===== src/rtl/mac_multiplier_pipe.sv =====
// Two-stage sign/exponent/mantissa multiplier; radix-4 Booth partial products when MAC_MULT_BOOTH_EN is defined.
// Latency 2 cycles; valid/ready stall with i_ready combinational from o_ready (no skid).
module mac_multiplier_pipe #(
  parameter int EXP_W  = 4,
  parameter int MANT_W = 8
) (
  input  logic              clk,
  input  logic              rst,
  input  logic              i_valid,
  output logic              i_ready,
  input  logic              a_sign,
  input  logic              b_sign,
  input  logic [EXP_W-1:0]  a_exp,
  input  logic [EXP_W-1:0]  b_exp,
  input  logic [MANT_W-1:0] a_mant,
  input  logic [MANT_W-1:0] b_mant,
  output logic              o_valid,
  input  logic              o_ready,
  output logic              o_sign,
  output logic [EXP_W:0]    o_exp,
  output logic [2*MANT_W+1:0] o_mant,
  output logic              o_zero
);
  localparam int PW  = 2*MANT_W+2;
  localparam int NPP = MANT_W/2+1;

  logic s1_v, s2_v, s1_ld, s2_ld, in_xfer, in_zero;
  logic s1_sign, s1_zero;
  logic [EXP_W:0] s1_exp;
  logic [PW-1:0] prod;

  assign s2_ld   = !s2_v || o_ready;
  assign s1_ld   = !s1_v || s2_ld;
  assign i_ready = s1_ld;
  assign o_valid = s2_v;
  assign in_xfer = i_valid && s1_ld;
  assign in_zero = (a_mant == '0) || (b_mant == '0);

  always_ff @(posedge clk or posedge rst) begin
    if (rst) begin
      s1_v    <= 1'b0;
      s2_v    <= 1'b0;
      s1_sign <= 1'b0;
      s1_zero <= 1'b0;
      s1_exp  <= '0;
    end else begin
      if (s1_ld) s1_v <= i_valid;
      if (s2_ld) s2_v <= s1_v;
      if (in_xfer) begin
        s1_sign <= a_sign ^ b_sign;
        s1_zero <= in_zero;
        s1_exp  <= in_zero ? '0 : ({1'b0, a_exp} + {1'b0, b_exp});
      end
    end
  end

`ifdef MAC_MULT_BOOTH_EN
  // Zero pad above b_mant makes the top digit non-negative, so unsigned b recodes exactly.
  logic [MANT_W+2:0] bx;
  logic [PW-1:0] pp_next [NPP];
  logic [PW-1:0] s1_pp [NPP];

  assign bx = {2'b00, b_mant, 1'b0};

  for (genvar g = 0; g < NPP; g++) begin : g_pp
    logic [2:0]    trip;
    logic [PW-1:0] mag;
    logic [PW-1:0] sgn;
    assign trip = bx[2*g+2 -: 3];
    always_comb begin
      case (trip)
        3'b001, 3'b010, 3'b101, 3'b110: mag = PW'(a_mant);
        3'b011, 3'b100:                 mag = PW'(a_mant) << 1;
        default:                        mag = '0;
      endcase
      sgn = trip[2] ? -mag : mag;
    end
    assign pp_next[g] = sgn << (2*g);
  end

  always_ff @(posedge clk or posedge rst) begin
    if (rst) begin
      for (int i = 0; i < NPP; i++) s1_pp[i] <= '0;
    end else if (in_xfer) begin
      for (int i = 0; i < NPP; i++) s1_pp[i] <= pp_next[i];
    end
  end

  // Sum wraps modulo 2^PW; the true product always fits, so the result is exact.
  always_comb begin
    prod = '0;
    for (int i = 0; i < NPP; i++) prod = prod + s1_pp[i];
  end
`else
  logic [MANT_W-1:0] s1_a, s1_b;

  always_ff @(posedge clk or posedge rst) begin
    if (rst) begin
      s1_a <= '0;
      s1_b <= '0;
    end else if (in_xfer) begin
      s1_a <= a_mant;
      s1_b <= b_mant;
    end
  end

  assign prod = PW'(s1_a) * PW'(s1_b);
`endif

  always_ff @(posedge clk or posedge rst) begin
    if (rst) begin
      o_sign <= 1'b0;
      o_exp  <= '0;
      o_mant <= '0;
      o_zero <= 1'b0;
    end else if (s2_ld && s1_v) begin
      o_sign <= s1_sign;
      o_exp  <= s1_exp;
      o_mant <= s1_zero ? '0 : prod;
      o_zero <= s1_zero;
    end
  end
endmodule


===== config.mk =====
export PLATFORM = sky130hd
export DESIGN_NAME = mac_multiplier_pipe
export DESIGN_NICKNAME = d
export VERILOG_FILES = /design/src/rtl/mac_multiplier_pipe.sv
export SDC_FILE = /design/constraint.sdc
export NUM_CORES = 1
export LEC_CHECK = 0
export BUFFER_PORTS_ARGS = -buffer_cell sky130_fd_sc_hd__buf_4
export CORE_AREA = 4 4 107 109
export CTS_CLUSTER_SIZE = 16
export DETAILED_ROUTE_END_ITERATION = 10
export DIE_AREA = 0 0 111 113
export GPL_ROUTABILITY_DRIVEN = 0
export SLEW_MARGIN = 10
export SYNTH_ARGS = -nofsm -noshare
export SYNTH_HDL_FRONTEND = slang
export SYNTH_SLANG_ARGS = --single-unit

===== constraint.sdc =====
create_clock -name clk -period 5.2 [get_ports clk]
set_clock_uncertainty 0.1 [all_clocks]
set_input_delay 1.3 -clock clk [delete_from_list [all_inputs] [get_ports clk]]
set_output_delay 1.3 -clock clk [all_outputs]
set_load 0.02 [all_outputs]

==> summary.md <==
| Metric | Value |
|---|---|
| Status | `finished clean` |
| Worst reg-to-reg setup slack | `around 0.8 ns` |
| Hold_ws | `0.383 ns` |
| Starting density of the core | `38.5%` |
| Final worst path period share | `between 80% and 90%` |
| Top-area cell type share of the netlist area | `29.4%` |
| P_leak | `between 2 and 2.5 nW` |
| Worst R2R End | `o_mant[13]` |
| Grt ovf | `0` |
| Via count of the first global-routing pass | `roughly 3000` |
| Syn Area/Cell | `10.5 µm²` |
| Nets@finish | `approximately 550` |
| Post-CTS Setup Inserts | `0` |
| GRT Overall Usage | `14.3%` |
| Number of enable flip-flop cells after synthesis | `0` |
| Post-synthesis sequential area ratio | `approximately 30%` |
| WS Path Type | `reg -> reg` |
| Pwr Density | `roughly 610 nW/µm²` |
| Largest cells by area after synthesis | `dfrtp_1 (29%), fa_1 (18%), ha_1 (12%)` |
| ANT nets after route | `0` |
| Yosys warnings | `0` |
| Gate count after technology mapping | `390` |
| Most common cell after layout, fill and taps aside | `buf_4` |
| Worst skew pair latency | `roughly 0.31 ns` |
| CTS tree | `built` |
| Yosys reg bits | `48` |
| Max-slew headroom | `between 20% and 30%` |
| Root Driver | `clkbuf_8` |
| Layout cell share with drive strength beyond 1 | `between 10% and 20%` |
| RR Startpoint | `s1_a[4]` |
| Unrepaired setup endpoints after global routing | `false` |
| Synth Flop Type | `dfrtp_1` |
| Starting DRT DRC Count | `between 70 and 80` |
| Core area | `~11000 µm²` |
| Resize count post-CTS | `0` |
| H-Tree Depth | `2` |
| Initial antenna violation count | `0` |
| Vias | `between 2000 and 3000` |
| Max Fclk | `227 MHz` |
| Io pins | `57` |
| CTS buffer count | `5` |
| Die Height | `between 100 and 150 µm` |
| Critical Path RT | `5.29 ns` |
| Hpwl dp | `6.88 mm` |
| Setup crit end | `o_mant[13]` |
| Final hold violations | `0` |
| Pins Over Slew Limit | `0` |
| Final setup vio count | `0` |
| Drt first pass iters | `4` |
| Library cells used by synthesis | `roughly 40` |
| CTS sink cnt | `48` |
| First-pass GRT wire length | `roughly 15 mm` |
| Max-cap violations | `0` |
| Commonest cells after routing, fill and taps aside | `buf_4 (55), inv_1 (50), and2_1 (50)` |
| Die area | `approximately 13000 µm²` |
| Crit path DAT | `between 4 and 5 ns` |
| Mapped Area | `4090 µm²` |
| Non-Filler Instances | `between 500 and 600` |
| Hold Crit Class | `reg -> reg` |
| Worst vdd ir | `roughly 0.36 mV` |
| Placed Cells | `~580` |
| Worst-Margin Slew | `~1.1 ns` |
| Diodes inserted | `0` |
| Clock buffer depth | `2` |
| Post-route minimum period | `between 4 and 5 ns` |
| Hold-fix buffers at CTS | `0` |
| Crit path launch | `s1_a[4]` |
| Count of input and output buffers | `between 50 and 60` |
| Post-Route WL | `around 8.6 mm` |
| DR DRC count | `0` |
| Async set or reset register ratio after synthesis | `100%` |
| Dominant cell type by area after synthesis | `dfrtp_1` |
| CP Capture Type | `flip-flop` |
| Max Fanout on Critical Path | `9` |
| P&R area growth vs syn | `15.5%` |
| Worst setup SP type | `flip-flop` |
| Via-to-Cell Ratio | `between 4 and 5` |
| R2R depth | `13` |
| Setup total negative slack | `0 ns` |
| WL per Instance | `roughly 15 µm` |
| Fill count | `1017` |
| Clock slew at reported path FFs | `0.09 ns` |
| Die W | `111 µm` |
| Cell row count | `38` |
| Largest net degree at the start of global routing | `a little under 50` |
## worst min-delay path by stage
| stage | depth (start not counted) | slack (ns) | end | startpoint |
|---|---|---|---|---|
| finish | 2 | 0.38 | o_mant[8] | o_mant[8] |
| global route | 2 | 0.41 | o_mant[8] | o_mant[8] |
| CTS | 2 | 0.39 | o_mant[8] | o_mant[8] |
| detailed placement | 2 | 0.37 | o_mant[8] | o_mant[8] |
| global placement | 2 | 0.36 | o_mant[5] | o_mant[5] |
| floorplan | 2 | 0.35 | s1_exp[0] | s1_exp[0] |
## registers in the layout, indices dropped and copies added, names as in the netlist
signal	cells
s1_sign	1
o_valid	1
o_zero	1
s1_b	8
s1_a	8
s1_v	1
o_sign	1
s1_exp	5
s1_zero	1
o_mant	16
o_exp	5
## routing by layer
layer | vias to the layer above | part of all wire (%) | GRT usage [%]
met5 | - | 0 | 0
met1 | 1427 | 46 | 19.6
met3 | 6 | 2.9 | 2.14
li1 | 1379 | - | -
met2 | 37 | 50 | 24.2
met4 | 0 | 0.83 | 2.96
## report_power, final
part / switching [mW] / internal (mW)
sequential: 0.0952 / 0.468
clock: 0.136 / 0.109
combinational: 1.17 / 0.876
total: 1.41 / 1.45
## critical path: stages (launching register included)
cell and delay (ns):
dfrtp_1 0.50, and2_1 0.23, fa_1 0.58, fa_1 0.45, fa_1 0.54, inv_1 0.05, fa_1 0.52, inv_1 0.04
ha_1 0.34, a21oi_1 0.23, o211ai_2 0.17, a41oi_1 0.28, xor2_1 0.17, o21ai_1 0.07
## cell type report
class / count / area, µm² / area share (%)
well taps: 140 / 175 / 3.71
inverters: 51 / 191 / 4.06
clock inverters: 2 / 13.8 / 0.292
repair buffers: 55 / 413 / 8.75
flip-flops and latches: 48 / 1200 / 25.5
multi-input cells: 284 / 2640 / 56.0
clock buffers: 6 / 82.6 / 1.75
## through the flow
step	util, %	instance area (µm²)	setup WS [ns]	power, mW
finish	44.5	4720	0.792	2.86
global route	44.5	4720	0.541	3.19
CTS	44.5	4720	0.790	2.89
detailed placement	43.6	4620	0.821	2.63
global placement	43.6	4620	0.859	2.60
floorplan	-	4090	1.11	2.11
## Yosys cell counts, types with 3 or more instances
cell type  instances
mux2_1             7
o31ai_1            6
inv_1             51
a31oi_1            3
xor2_1             8
nand2b_1           7
o21ai_1            7
ha_1              40
dfrtp_1           48
mux2_4             9
o21ai_0           11
mux2_2             7
a21o_1             7
nand2_1           44
xnor2_1            6
fa_1              37
a21oi_1            8
and2_1            50
nor4_1             4
clkbuf_1           3
## logic make-up after synthesis
| family | after synthesis | synth area share, % |
|---|---|---|
| buffers and inverters | 59 | 6.00 |
| other | 1 | 0.0918 |
| adder cells (fa/ha/maj) | 77 | 30.4 |
| multiplexers | 23 | 7.17 |
| AO/OA/AOI/OAI | 55 | 8.94 |
| AND/OR/NAND/NOR | 113 | 15.0 |
| XOR/XNOR | 14 | 3.00 |
| flip-flops | 48 | 29.4 |
Note: power is estimated with default switching activity, not from simulation.
